[src/rtl/uart_param.sv]
// uart_param: full-duplex UART with a shared baud-tick generator, a valid/ready transmitter and an oversampling receiver.
// Define UART_PARITY_EN to add a parity bit to both directions. Without it, parity_odd is ignored and rx_parity_err stays 0.
module uart_param #(
  parameter int DATA_W = 8,
  parameter int OVS    = 16,
  parameter int DIV_W  = 16
) (
  input  logic              clk,
  input  logic              rst_n,
  input  logic [DIV_W-1:0]  divisor,
  input  logic              stop2,
  input  logic              parity_odd,
  input  logic              tx_valid,
  input  logic [DATA_W-1:0] tx_data,
  output logic              tx_ready,
  output logic              serial_out,
  input  logic              serial_in,
  output logic [DATA_W-1:0] rx_data,
  output logic              rx_valid,
  output logic              rx_frame_err,
  output logic              rx_parity_err
);

  localparam int CW = $clog2(OVS);
  localparam logic [CW-1:0] LAST_TICK = CW'(OVS - 1);
  localparam logic [CW-1:0] HALF_TICK = CW'(OVS / 2 - 1);
  localparam logic [CW-1:0] ZERO_TICK = {CW{1'b0}};
  localparam logic [CW-1:0] ONE_TICK  = CW'(1);
  localparam logic [3:0]    LAST_BIT  = 4'(DATA_W - 1);

  typedef enum logic [2:0] {
    TX_IDLE   = 3'd0,
    TX_START  = 3'd1,
    TX_DATA   = 3'd2,
`ifdef UART_PARITY_EN
    TX_PARITY = 3'd3,
`endif
    TX_STOP   = 3'd4
  } tx_state_t;

  typedef enum logic [2:0] {
    RX_IDLE   = 3'd0,
    RX_START  = 3'd1,
    RX_DATA   = 3'd2,
`ifdef UART_PARITY_EN
    RX_PARITY = 3'd3,
`endif
    RX_STOP   = 3'd4,
    RX_BREAK  = 3'd5
  } rx_state_t;

`ifdef UART_PARITY_EN
  function automatic logic parity_bit(input logic [DATA_W-1:0] d, input logic odd);
    return (^d) ^ odd;
  endfunction
`else
  logic unused_parity_s;
  assign unused_parity_s = parity_odd;
`endif

  logic [DIV_W-1:0] div_cnt_r;
  logic             tick_s;

  assign tick_s = (div_cnt_r >= divisor);

  // Baud tick counter; the >= compare wraps at once when divisor shrinks
  always_ff @(posedge clk or negedge rst_n) begin
    if (!rst_n) begin
      div_cnt_r <= {DIV_W{1'b0}};
    end else if (tick_s) begin
      div_cnt_r <= {DIV_W{1'b0}};
    end else begin
      div_cnt_r <= div_cnt_r + DIV_W'(1);
    end
  end

  tx_state_t         tx_state_r, tx_state_nxt;
  logic [CW-1:0]     tx_tick_r, tx_tick_nxt;
  logic [3:0]        tx_bit_r, tx_bit_nxt;
  logic [DATA_W-1:0] tx_shift_r, tx_shift_nxt;
  logic              tx_stop2_r, tx_stop2_nxt;
  logic              tx_stop_cnt_r, tx_stop_cnt_nxt;
  logic              serial_out_r, serial_out_nxt;
  logic              tx_ready_r, tx_ready_nxt;
  logic              tx_bit_done_s;
`ifdef UART_PARITY_EN
  logic              tx_par_r, tx_par_nxt;
`endif

  assign tx_bit_done_s = tick_s && (tx_tick_r == LAST_TICK);

  // TX next-state, shifter and line value
  always_comb begin
    tx_state_nxt    = tx_state_r;
    tx_bit_nxt      = tx_bit_r;
    tx_shift_nxt    = tx_shift_r;
    tx_stop2_nxt    = tx_stop2_r;
    tx_stop_cnt_nxt = tx_stop_cnt_r;
    serial_out_nxt  = serial_out_r;
`ifdef UART_PARITY_EN
    tx_par_nxt      = tx_par_r;
`endif
    if (tx_state_r == TX_IDLE) begin
      tx_tick_nxt = ZERO_TICK;
    end else if (tx_bit_done_s) begin
      tx_tick_nxt = ZERO_TICK;
    end else if (tick_s) begin
      tx_tick_nxt = tx_tick_r + ONE_TICK;
    end else begin
      tx_tick_nxt = tx_tick_r;
    end
    case (tx_state_r)
      TX_IDLE: begin
        serial_out_nxt = 1'b1;
        if (tx_valid && tx_ready_r) begin
          tx_state_nxt    = TX_START;
          tx_bit_nxt      = 4'd0;
          tx_shift_nxt    = tx_data;
          tx_stop2_nxt    = stop2;
          tx_stop_cnt_nxt = 1'b0;
          serial_out_nxt  = 1'b0;
`ifdef UART_PARITY_EN
          tx_par_nxt      = parity_bit(tx_data, parity_odd);
`endif
        end else begin
          tx_state_nxt = TX_IDLE;
        end
      end
      TX_START: begin
        if (tx_bit_done_s) begin
          tx_state_nxt   = TX_DATA;
          serial_out_nxt = tx_shift_r[0];
        end else begin
          tx_state_nxt = TX_START;
        end
      end
      TX_DATA: begin
        if (tx_bit_done_s && (tx_bit_r == LAST_BIT)) begin
`ifdef UART_PARITY_EN
          tx_state_nxt   = TX_PARITY;
          serial_out_nxt = tx_par_r;
`else
          tx_state_nxt   = TX_STOP;
          serial_out_nxt = 1'b1;
`endif
        end else if (tx_bit_done_s) begin
          tx_bit_nxt     = tx_bit_r + 4'd1;
          tx_shift_nxt   = tx_shift_r >> 1;
          serial_out_nxt = tx_shift_r[1];
        end else begin
          tx_state_nxt = TX_DATA;
        end
      end
`ifdef UART_PARITY_EN
      TX_PARITY: begin
        if (tx_bit_done_s) begin
          tx_state_nxt   = TX_STOP;
          serial_out_nxt = 1'b1;
        end else begin
          tx_state_nxt = TX_PARITY;
        end
      end
`endif
      TX_STOP: begin
        serial_out_nxt = 1'b1;
        if (tx_bit_done_s && tx_stop2_r && !tx_stop_cnt_r) begin
          tx_stop_cnt_nxt = 1'b1;
        end else if (tx_bit_done_s) begin
          tx_state_nxt = TX_IDLE;
        end else begin
          tx_state_nxt = TX_STOP;
        end
      end
      default: begin
        tx_state_nxt   = TX_IDLE;
        serial_out_nxt = 1'b1;
      end
    endcase
    tx_ready_nxt = (tx_state_nxt == TX_IDLE);
  end

  // TX state and output registers
  always_ff @(posedge clk or negedge rst_n) begin
    if (!rst_n) begin
      tx_state_r    <= TX_IDLE;
      tx_tick_r     <= ZERO_TICK;
      tx_bit_r      <= 4'd0;
      tx_shift_r    <= {DATA_W{1'b0}};
      tx_stop2_r    <= 1'b0;
      tx_stop_cnt_r <= 1'b0;
      serial_out_r  <= 1'b1;
      tx_ready_r    <= 1'b1;
`ifdef UART_PARITY_EN
      tx_par_r      <= 1'b0;
`endif
    end else begin
      tx_state_r    <= tx_state_nxt;
      tx_tick_r     <= tx_tick_nxt;
      tx_bit_r      <= tx_bit_nxt;
      tx_shift_r    <= tx_shift_nxt;
      tx_stop2_r    <= tx_stop2_nxt;
      tx_stop_cnt_r <= tx_stop_cnt_nxt;
      serial_out_r  <= serial_out_nxt;
      tx_ready_r    <= tx_ready_nxt;
`ifdef UART_PARITY_EN
      tx_par_r      <= tx_par_nxt;
`endif
    end
  end

  assign serial_out = serial_out_r;
  assign tx_ready   = tx_ready_r;

  logic [1:0]        sync_r;
  logic              rx_line_s;
  rx_state_t         rx_state_r, rx_state_nxt;
  logic [CW-1:0]     rx_tick_r, rx_tick_nxt;
  logic [3:0]        rx_bit_r, rx_bit_nxt;
  logic [DATA_W-1:0] rx_shift_r, rx_shift_nxt;
  logic [DATA_W-1:0] rx_data_r, rx_data_nxt;
  logic              rx_valid_r, rx_valid_nxt;
  logic              rx_frame_err_r, rx_frame_err_nxt;
  logic              rx_parity_err_r, rx_parity_err_nxt;
  logic              rx_sample_s;
`ifdef UART_PARITY_EN
  logic              rx_par_bad_r, rx_par_bad_nxt;
`endif

  // Two-flop synchroniser on the asynchronous line, idles high
  always_ff @(posedge clk or negedge rst_n) begin
    if (!rst_n) begin
      sync_r <= 2'b11;
    end else begin
      sync_r <= {sync_r[0], serial_in};
    end
  end

  assign rx_line_s   = sync_r[1];
  assign rx_sample_s = tick_s &&
                       (rx_tick_r == ((rx_state_r == RX_START) ? HALF_TICK : LAST_TICK));

  // RX next-state, sampling and one-cycle result pulses
  always_comb begin
    rx_state_nxt      = rx_state_r;
    rx_bit_nxt        = rx_bit_r;
    rx_shift_nxt      = rx_shift_r;
    rx_data_nxt       = rx_data_r;
    rx_valid_nxt      = 1'b0;
    rx_frame_err_nxt  = 1'b0;
    rx_parity_err_nxt = 1'b0;
`ifdef UART_PARITY_EN
    rx_par_bad_nxt    = rx_par_bad_r;
`endif
    if ((rx_state_r == RX_IDLE) || (rx_state_r == RX_BREAK)) begin
      rx_tick_nxt = ZERO_TICK;
    end else if (rx_sample_s) begin
      rx_tick_nxt = ZERO_TICK;
    end else if (tick_s) begin
      rx_tick_nxt = rx_tick_r + ONE_TICK;
    end else begin
      rx_tick_nxt = rx_tick_r;
    end
    case (rx_state_r)
      RX_IDLE: begin
        if (tick_s && !rx_line_s) begin
          rx_state_nxt = RX_START;
        end else begin
          rx_state_nxt = RX_IDLE;
        end
      end
      RX_START: begin
        if (rx_sample_s && !rx_line_s) begin
          rx_state_nxt = RX_DATA;
          rx_bit_nxt   = 4'd0;
        end else if (rx_sample_s) begin
          rx_state_nxt = RX_IDLE;
        end else begin
          rx_state_nxt = RX_START;
        end
      end
      RX_DATA: begin
        if (rx_sample_s) begin
          rx_shift_nxt = {rx_line_s, rx_shift_r[DATA_W-1:1]};
          rx_bit_nxt   = rx_bit_r + 4'd1;
`ifdef UART_PARITY_EN
          rx_state_nxt = (rx_bit_r == LAST_BIT) ? RX_PARITY : RX_DATA;
`else
          rx_state_nxt = (rx_bit_r == LAST_BIT) ? RX_STOP : RX_DATA;
`endif
        end else begin
          rx_state_nxt = RX_DATA;
        end
      end
`ifdef UART_PARITY_EN
      RX_PARITY: begin
        if (rx_sample_s) begin
          rx_par_bad_nxt = rx_line_s ^ parity_bit(rx_shift_r, parity_odd);
          rx_state_nxt   = RX_STOP;
        end else begin
          rx_state_nxt = RX_PARITY;
        end
      end
`endif
      RX_STOP: begin
        if (rx_sample_s && rx_line_s) begin
          rx_data_nxt  = rx_shift_r;
          rx_valid_nxt = 1'b1;
`ifdef UART_PARITY_EN
          rx_parity_err_nxt = rx_par_bad_r;
`endif
          rx_state_nxt = RX_IDLE;
        end else if (rx_sample_s) begin
          rx_frame_err_nxt = 1'b1;
          rx_state_nxt     = RX_BREAK;
        end else begin
          rx_state_nxt = RX_STOP;
        end
      end
      RX_BREAK: begin
        if (tick_s && rx_line_s) begin
          rx_state_nxt = RX_IDLE;
        end else begin
          rx_state_nxt = RX_BREAK;
        end
      end
      default: begin
        rx_state_nxt = RX_IDLE;
      end
    endcase
  end

  // RX state and output registers
  always_ff @(posedge clk or negedge rst_n) begin
    if (!rst_n) begin
      rx_state_r      <= RX_IDLE;
      rx_tick_r       <= ZERO_TICK;
      rx_bit_r        <= 4'd0;
      rx_shift_r      <= {DATA_W{1'b0}};
      rx_data_r       <= {DATA_W{1'b0}};
      rx_valid_r      <= 1'b0;
      rx_frame_err_r  <= 1'b0;
      rx_parity_err_r <= 1'b0;
`ifdef UART_PARITY_EN
      rx_par_bad_r    <= 1'b0;
`endif
    end else begin
      rx_state_r      <= rx_state_nxt;
      rx_tick_r       <= rx_tick_nxt;
      rx_bit_r        <= rx_bit_nxt;
      rx_shift_r      <= rx_shift_nxt;
      rx_data_r       <= rx_data_nxt;
      rx_valid_r      <= rx_valid_nxt;
      rx_frame_err_r  <= rx_frame_err_nxt;
      rx_parity_err_r <= rx_parity_err_nxt;
`ifdef UART_PARITY_EN
      rx_par_bad_r    <= rx_par_bad_nxt;
`endif
    end
  end

  assign rx_data       = rx_data_r;
  assign rx_valid      = rx_valid_r;
  assign rx_frame_err  = rx_frame_err_r;
  assign rx_parity_err = rx_parity_err_r;

endmodule

[config.mk]
export PLATFORM = sky130hd
export DESIGN_NAME = uart_param
export DESIGN_NICKNAME = d
export VERILOG_FILES = /design/src/rtl/uart_param.sv
export SDC_FILE = /design/constraint.sdc
export NUM_CORES = 1
export LEC_CHECK = 0
export CAP_MARGIN = 20
export CORE_MARGIN = 1.5
export CORE_UTILIZATION = 27
export DETAILED_ROUTE_END_ITERATION = 16
export SETUP_SLACK_MARGIN = 0.15
export SLEW_MARGIN = 20
export SYNTH_ARGS = -nofsm -noshare
export SYNTH_HDL_FRONTEND = slang
export SYNTH_SLANG_ARGS = --single-unit
[constraint.sdc]
create_clock -name clk -period 7.1 [get_ports clk]
set_input_delay 2.13 -clock clk [delete_from_list [all_inputs] [get_ports clk]]
set_output_delay 2.13 -clock clk [all_outputs]
set_load 0.005 [all_outputs]
==> results.sh, run 1 <==
export IMPL_drc=0
export IMPL_clkLatencyLatePin_ns=0.34
export IMPL_peakVddDrop_mv=0.0805
export IMPL_cp_slowest_cell="and3_1"
export IMPL_syn_num_nets=400
export IMPL_internal_power_mw=0.843
export IMPL_grt_use_met1=0.137
export IMPL_worst_ep_arrival_time_ns=5.10
export IMPL_clkTransAtPathRegs_ns=0.06
export IMPL_drive_gt1_frac=0.149
export IMPL_slowest_delay_ns=0.82
export IMPL_cts_max_level=3
export IMPL_yosys_warnings=0
export IMPL_final_util=0.341
export IMPL_hold_path_class="reg2reg"
export IMPL_grt_pass1_vias=2619
export IMPL_area_growth_pct=23.3
export IMPL_root_buffer="clkbuf_16"
export IMPL_post_cts_buffers=0
export IMPL_synthTopCellsByArea="dfrtp_1 (45%), mux2_2 (9.6%), ha_1 (7.2%)"
export IMPL_cts_sinks=70
export IMPL_period_needed_ns=4.89
export IMPL_coreArea_sq_um=13200
export IMPL_syn_inst=349
export IMPL_io_buffers=40
export IMPL_tightest_slew_ns=0.944
export IMPL_p_seq_frac=0.445
export IMPL_use_met3=0.0254
export IMPL_finalHoldViolCount=0
export IMPL_yosys_register_bits=70
export IMPL_via_per_inst=4.58
export IMPL_synthArstFlopShare=1.00
export IMPL_worst_setup_path_start_kind="primary input"
export IMPL_ys_types=48
export IMPL_die_area_sq_um=14200
export IMPL_cts_tree="built"
export IMPL_ant_nets=0
export IMPL_cellPowerDensity_nw_per_um2=268
export IMPL_power_switching_mw=0.364
export IMPL_fin_setup_tns_ns=0
export IMPL_die_h_microns=119
export IMPL_grt_use_met2=0.165
export IMPL_p_leak_nw=2.08
export IMPL_critical_path_required_ns=7.31
export IMPL_netlist_area_sq_um=3650
export IMPL_syn_area_per_cell_sq_um=10.5
export IMPL_synth_ff_type="dfrtp_1"
export IMPL_worstHoldPathCells=0
export IMPL_die_width_microns=119
export IMPL_ioPinCount=43
export IMPL_post_synth_top_area_fraction=0.453
export IMPL_avgRoutedWirePerCell_microns=12.2
export IMPL_top_usage_layer="met2"
export IMPL_worstRegToRegCells=8
export IMPL_post_cts_resized=0
export IMPL_crit_chain="clkdlybuf4s50_1, ha_1, nand2b_1, a2111o_1, a32oi_1, and3_1, o31ai_4, mux2_2"
export IMPL_drv_slew=0
export IMPL_routabilityCongestion=0.805
export IMPL_dp_cells=555
export IMPL_endpoint_kind="flip-flop"
export IMPL_max_freq_mhz=204
export IMPL_nets=441
export IMPL_finalClockSkew_ns=0.00845
export IMPL_cts_made_buffers=9
export IMPL_num_vias=2616
export IMPL_rows=42
export IMPL_start_util=0.277
export IMPL_drt_first_pass_iters=4
export IMPL_worst_path_max_fanout=26
export IMPL_grt_max_degree=71
export IMPL_cts_hold_buf=0
export IMPL_hpwl_mm=4.85
export IMPL_status="finished, final reports clean"
export IMPL_overflow=0
export IMPL_timing_final_crit_share=0.689
export IMPL_clkPwrFrac=0.356
export IMPL_synth_enable_flop_cells=0
export IMPL_drt_iter0_drc=130
export IMPL_worstSetupPathType="in2reg"
export IMPL_yosysTopAreaCell="dfrtp_1"
export IMPL_final_cells=571
export IMPL_max_slew_margin_rel=0.368
export IMPL_cap_violations=0
export IMPL_ys_seq_area_frac=0.482
export IMPL_power_frac_comb=0.198
export IMPL_grt_pass1_wl_mm=12.1
export IMPL_clk_path_buf_depth=2
export IMPL_antenna_found_initial=0
export IMPL_diodes=0
export IMPL_finalWirelength_mm=6.97
export IMPL_finalSetupViolations=0
export IMPL_switching_share=0.301
export IMPL_rsz0062_at_grt="false"
export IMPL_groute_usage_overall=0.106
export IMPL_fillCellCount=1294
final cells by class:
| type | count | area [sq um] | share of cell area |
|---|---|---|---|
| multi-input combinational | 240 | 1720 | 0.382 |
| clock buffer | 10 | 239 | 0.0531 |
| timing repair buffer | 42 | 410 | 0.0913 |
| tap | 176 | 220 | 0.0490 |
| clock inverter | 6 | 51.3 | 0.0114 |
| sequential | 70 | 1760 | 0.391 |
| inverter | 27 | 101 | 0.0225 |
cell usage in the layout, fill, tap and decap left out, types with 3 or more instances in the layout:
cell / n
and3_1: 7
xnor2_1: 6
inv_1: 27
nand2_1: 24
dfstp_2: 4
o21ai_0: 9
clkdlybuf4s50_1: 39
inv_6: 3
a21oi_1: 17
xor2_1: 11
clkbuf_16: 9
o22ai_1: 4
nand3_1: 17
ha_1: 21
o31ai_1: 5
nor3b_1: 3
nor3_1: 7
nand4_1: 3
nand2b_1: 5
a21o_1: 4
or3_1: 4
mux2_2: 31
dfrtp_1: 66
nor2_1: 32
power by group through the flow:
stage | logic (mW) | clock network (mW) | registers (mW)
final | 0.239 | 0.430 | 0.537
after floorplan | 0.175 | 0 | 0.529
after global placement | 0.234 | 0 | 0.541
after global routing | 0.275 | 0.467 | 0.550
after CTS | 0.244 | 0.447 | 0.538
after detailed placement | 0.242 | 0 | 0.545
through the flow:
step	hold WS, ns	power, mW	cell area (sq um)	worst slack, ns
floorplan	0.345	0.704	3650	2.94
global route	0.364	1.29	4500	1.99
CTS	0.357	1.23	4500	2.17
finish	0.356	1.21	4500	2.21
global placement	0.348	0.775	4210	1.85
detailed placement	0.348	0.786	4210	1.85
cells in the mapped netlist (all sizes together), types with 7 or more instances:
| cell type | number |
|---|---|
| nor3 | 7 |
| o21ai | 9 |
| and3 | 7 |
| a21oi | 17 |
| nand3 | 17 |
| xor2 | 11 |
| nor2 | 33 |
| nand2 | 24 |
| ha | 21 |
| inv | 27 |
| mux2 | 31 |
| dfrtp | 66 |
critical path: cells and delay by family:
family,cells,cell delay [ns]
fa+ha+maj,1,0.29
simple gates,2,0.96
compound gates,3,0.96
mux,1,0.33
buf+inv,1,0.42
per-layer routing:
layer | routed length, microns | up-vias
li1 | - | 1304
met5 | 0 | -
met2 | 3210 | 27
met1 | 3440 | 1275
met4 | 130 | 0
met3 | 190 | 10
final timing paths:
check / to / start / slack (ns)
min reg2reg: sync_r[1]$_DFF_PN1_ / sync_r[0]$_DFF_PN1_ / 0.36
max reg2reg: tx_bit_r[0]$_DFFE_PN0P_ / div_cnt_r[0]$_DFF_PN0_ / 3.95
max in group asynchronous: tx_tick_r[3]$_DFFE_PN0P_ / rst_n / 4.53
min: sync_r[1]$_DFF_PN1_ / sync_r[0]$_DFF_PN1_ / 0.36
max: tx_bit_r[0]$_DFFE_PN0P_ / divisor[0] / 2.21
min in group asynchronous: rx_data[4]$_DFFE_PN0P_ / rst_n / 2.00
registers in the layout, summed over array words and instances, names as in the netlist:
name / cells
rx_bit_r: 4
rx_valid: 1
tx_stop_cnt_r: 1
rx_state_r: 3
rx_data: 8
tx_shift_r: 8
tx_tick_r: 4
serial_out: 1
tx_ready: 1
rx_frame_err: 1
div_cnt_r: 16
tx_bit_r: 4
sync_r: 2
tx_stop2_r: 1
rx_shift_r: 8
tx_state_r: 3
rx_tick_r: 4
cells by family (layout without fill, tap and decap cells):
group | Yosys count | after routing | synth area share
compound gates | 53 | 53 | 0.0995
mux | 33 | 33 | 0.101
buf+inv | 39 | 85 | 0.0473
flops | 70 | 70 | 0.482
other cells | 1 | 1 | 0.00103
fa+ha+maj | 21 | 21 | 0.0720
xor+xnor | 17 | 17 | 0.0408
simple gates | 115 | 115 | 0.156
Power figures use the tool's default switching activity.
==> run 2: changes to the inputs <==
Clock period 7.1 ns to 4.7 ns, I/O delays scaled along.
==> run 2 against run 1 <==
Effect of this change: final cell count grew 0.35%; sequential share of layout area down 0.14 points; routed wire length rose by 2.5%; via count grew 1.5%; die area unchanged; largest cell class unchanged.
==> results.sh, run 2 (synthesis results as in run 1) <==
export IMPL_finalClockSkew_ns=0.00901
export IMPL_finalWirelength_mm=7.15
export IMPL_routabilityCongestion=0.813
export IMPL_die_width_microns=119
export IMPL_mostFrequentLayoutCell="dfrtp_1"
export IMPL_rows=42
export IMPL_tightest_slew_ns=0.957
export IMPL_grt_pass1_wl_mm=12.5
export IMPL_cts_hold_buf=0
export IMPL_finalSetupViolations=0
export IMPL_cts_made_buffers=9
export IMPL_slowest_delay_ns=0.48
export IMPL_post_cts_resized=0
export IMPL_endpoint_kind="flip-flop"
export IMPL_area_growth_pct=23.7
export IMPL_cts_sinks=70
export IMPL_crit_buf_inv=2
export IMPL_via_per_inst=4.63
export IMPL_timing_rr_end="rx_shift_r[6]$_DFFE_PN0P_"
export IMPL_max_slew_margin_rel=0.360
export IMPL_diodes=0
export IMPL_rsz0062_at_grt="false"
export IMPL_cp_slowest_cell="nand3_1"
export IMPL_root_buffer="clkbuf_16"
export IMPL_drt_first_pass_iters=4
export IMPL_nets=443
export IMPL_cap_violations=0
export IMPL_top_register="div_cnt_r"
export IMPL_drt_iter0_drc=116
export IMPL_worstRegToRegCells=8
export IMPL_start_util=0.277
export IMPL_worstSetupPathType="in2reg"
export IMPL_worst_setup_path_start_kind="primary input"
export IMPL_die_h_microns=119
export IMPL_ant_nets=0
export IMPL_drive_gt1_frac=0.154
export IMPL_clk_path_buf_depth=2
export IMPL_p_leak_nw=2.10
export IMPL_antenna_found_initial=0
export IMPL_cp_endpoint="rx_shift_r[6]$_DFFE_PN0P_"
export IMPL_period_needed_ns=3.93
export IMPL_critical_path_required_ns=4.92
export IMPL_clkTransAtPathRegs_ns=0.06
export IMPL_final_cell_mix="dfrtp_1 (66), clkdlybuf4s50_1 (39), nor2_1 (32)"
export IMPL_io_buffers=40
export IMPL_grt_pass1_vias=2703
export IMPL_grt_max_degree=33
export IMPL_hold_path_class="reg2reg"
export IMPL_worst_ep_arrival_time_ns=4.14
export IMPL_num_vias=2654
export IMPL_r2r_slack_ns=1.85
export IMPL_drv_slew=0
export IMPL_final_util=0.342
export IMPL_crit_chain="clkdlybuf4s50_1, inv_1, ha_1, nand4_1, nor2_1, a311oi_1, nand3_1, nand3_1, mux2_2"
export IMPL_drc=0
export IMPL_timing_final_crit_share=0.835
export IMPL_cellPowerDensity_nw_per_um2=410
export IMPL_cpMostUsedCell="nand3_1"
export IMPL_critical_path_depth=9
export IMPL_status="finished, final reports clean"
export IMPL_die_area_sq_um=14200
export IMPL_avgRoutedWirePerCell_microns=12.5
export IMPL_finalHoldViolCount=0
export IMPL_r2r_start="div_cnt_r[0]$_DFF_PN0_"
export IMPL_largest_register_ffs=16
export IMPL_groute_usage_overall=0.109
export IMPL_coreArea_sq_um=13200
export IMPL_fin_setup_tns_ns=0
export IMPL_peakVddDrop_mv=0.143
export IMPL_overflow=0
export IMPL_worst_path_max_fanout=12
export IMPL_max_freq_mhz=255
export IMPL_critPathTopFamily="simple AND/OR/NAND/NOR gates"
export IMPL_cts_tree="built"
export IMPL_clkLatencyLatePin_ns=0.34
export IMPL_critPathLaunch="divisor[14]"
export IMPL_hpwl_mm=5.17
export IMPL_worstHoldStart="sync_r[0]$_DFF_PN1_"
export IMPL_ioPinCount=43
export IMPL_cts_max_level=3
export IMPL_post_cts_buffers=0
==> run 2: worst min path at each step <==
stage / endpoint / slack (ns) / cells after the start
4_1_cts: sync_r[1]$_DFF_PN1_ / 0.36 / 0
6_report: sync_r[1]$_DFF_PN1_ / 0.36 / 0
3_3_place_gp: sync_r[1]$_DFF_PN1_ / 0.35 / 0
2_1_floorplan: sync_r[1]$_DFF_PN1_ / 0.35 / 0
5_1_grt: sync_r[1]$_DFF_PN1_ / 0.36 / 0
3_5_place_dp: sync_r[1]$_DFF_PN1_ / 0.35 / 0
==> run 2: metrics by stage <==
step	worst slack [ns]	power [mW]	instances	hold WS [ns]	area, sq um
3_5_place_dp	0.404	1.20	557	0.347	4220
6_report	0.774	1.85	573	0.355	4510
2_1_floorplan	1.26	1.06	349	0.345	3650
3_3_place_gp	0.461	1.18	557	0.347	4220
4_1_cts	0.765	1.87	573	0.356	4510
5_1_grt	0.630	1.97	573	0.365	4510
==> run 2: area by class of cell <==
type	instances	area (sq um)
fillers	1307	8680
flip-flops and latches	70	1760
multi-input cells	240	1720
repair buffers	44	425
clock buffers	9	225
well taps	176	220
inverters	27	101
clock inverters	7	66.3
==> run 2: routing by layer <==
layer / global-route usage / up-vias / routed length, microns
met5: 0 / - / 0
met4: 0.0497 / 0 / 113
met3: 0.0249 / 9 / 228
met2: 0.173 / 37 / 3380
met1: 0.140 / 1297 / 3430
li1: - / 1311 / -
==> run 2: power by group <==
part           internal [mW]  switching [mW]
clock network          0.374           0.294
registers              0.715          0.0984
logic                  0.182           0.185
total                   1.27           0.577
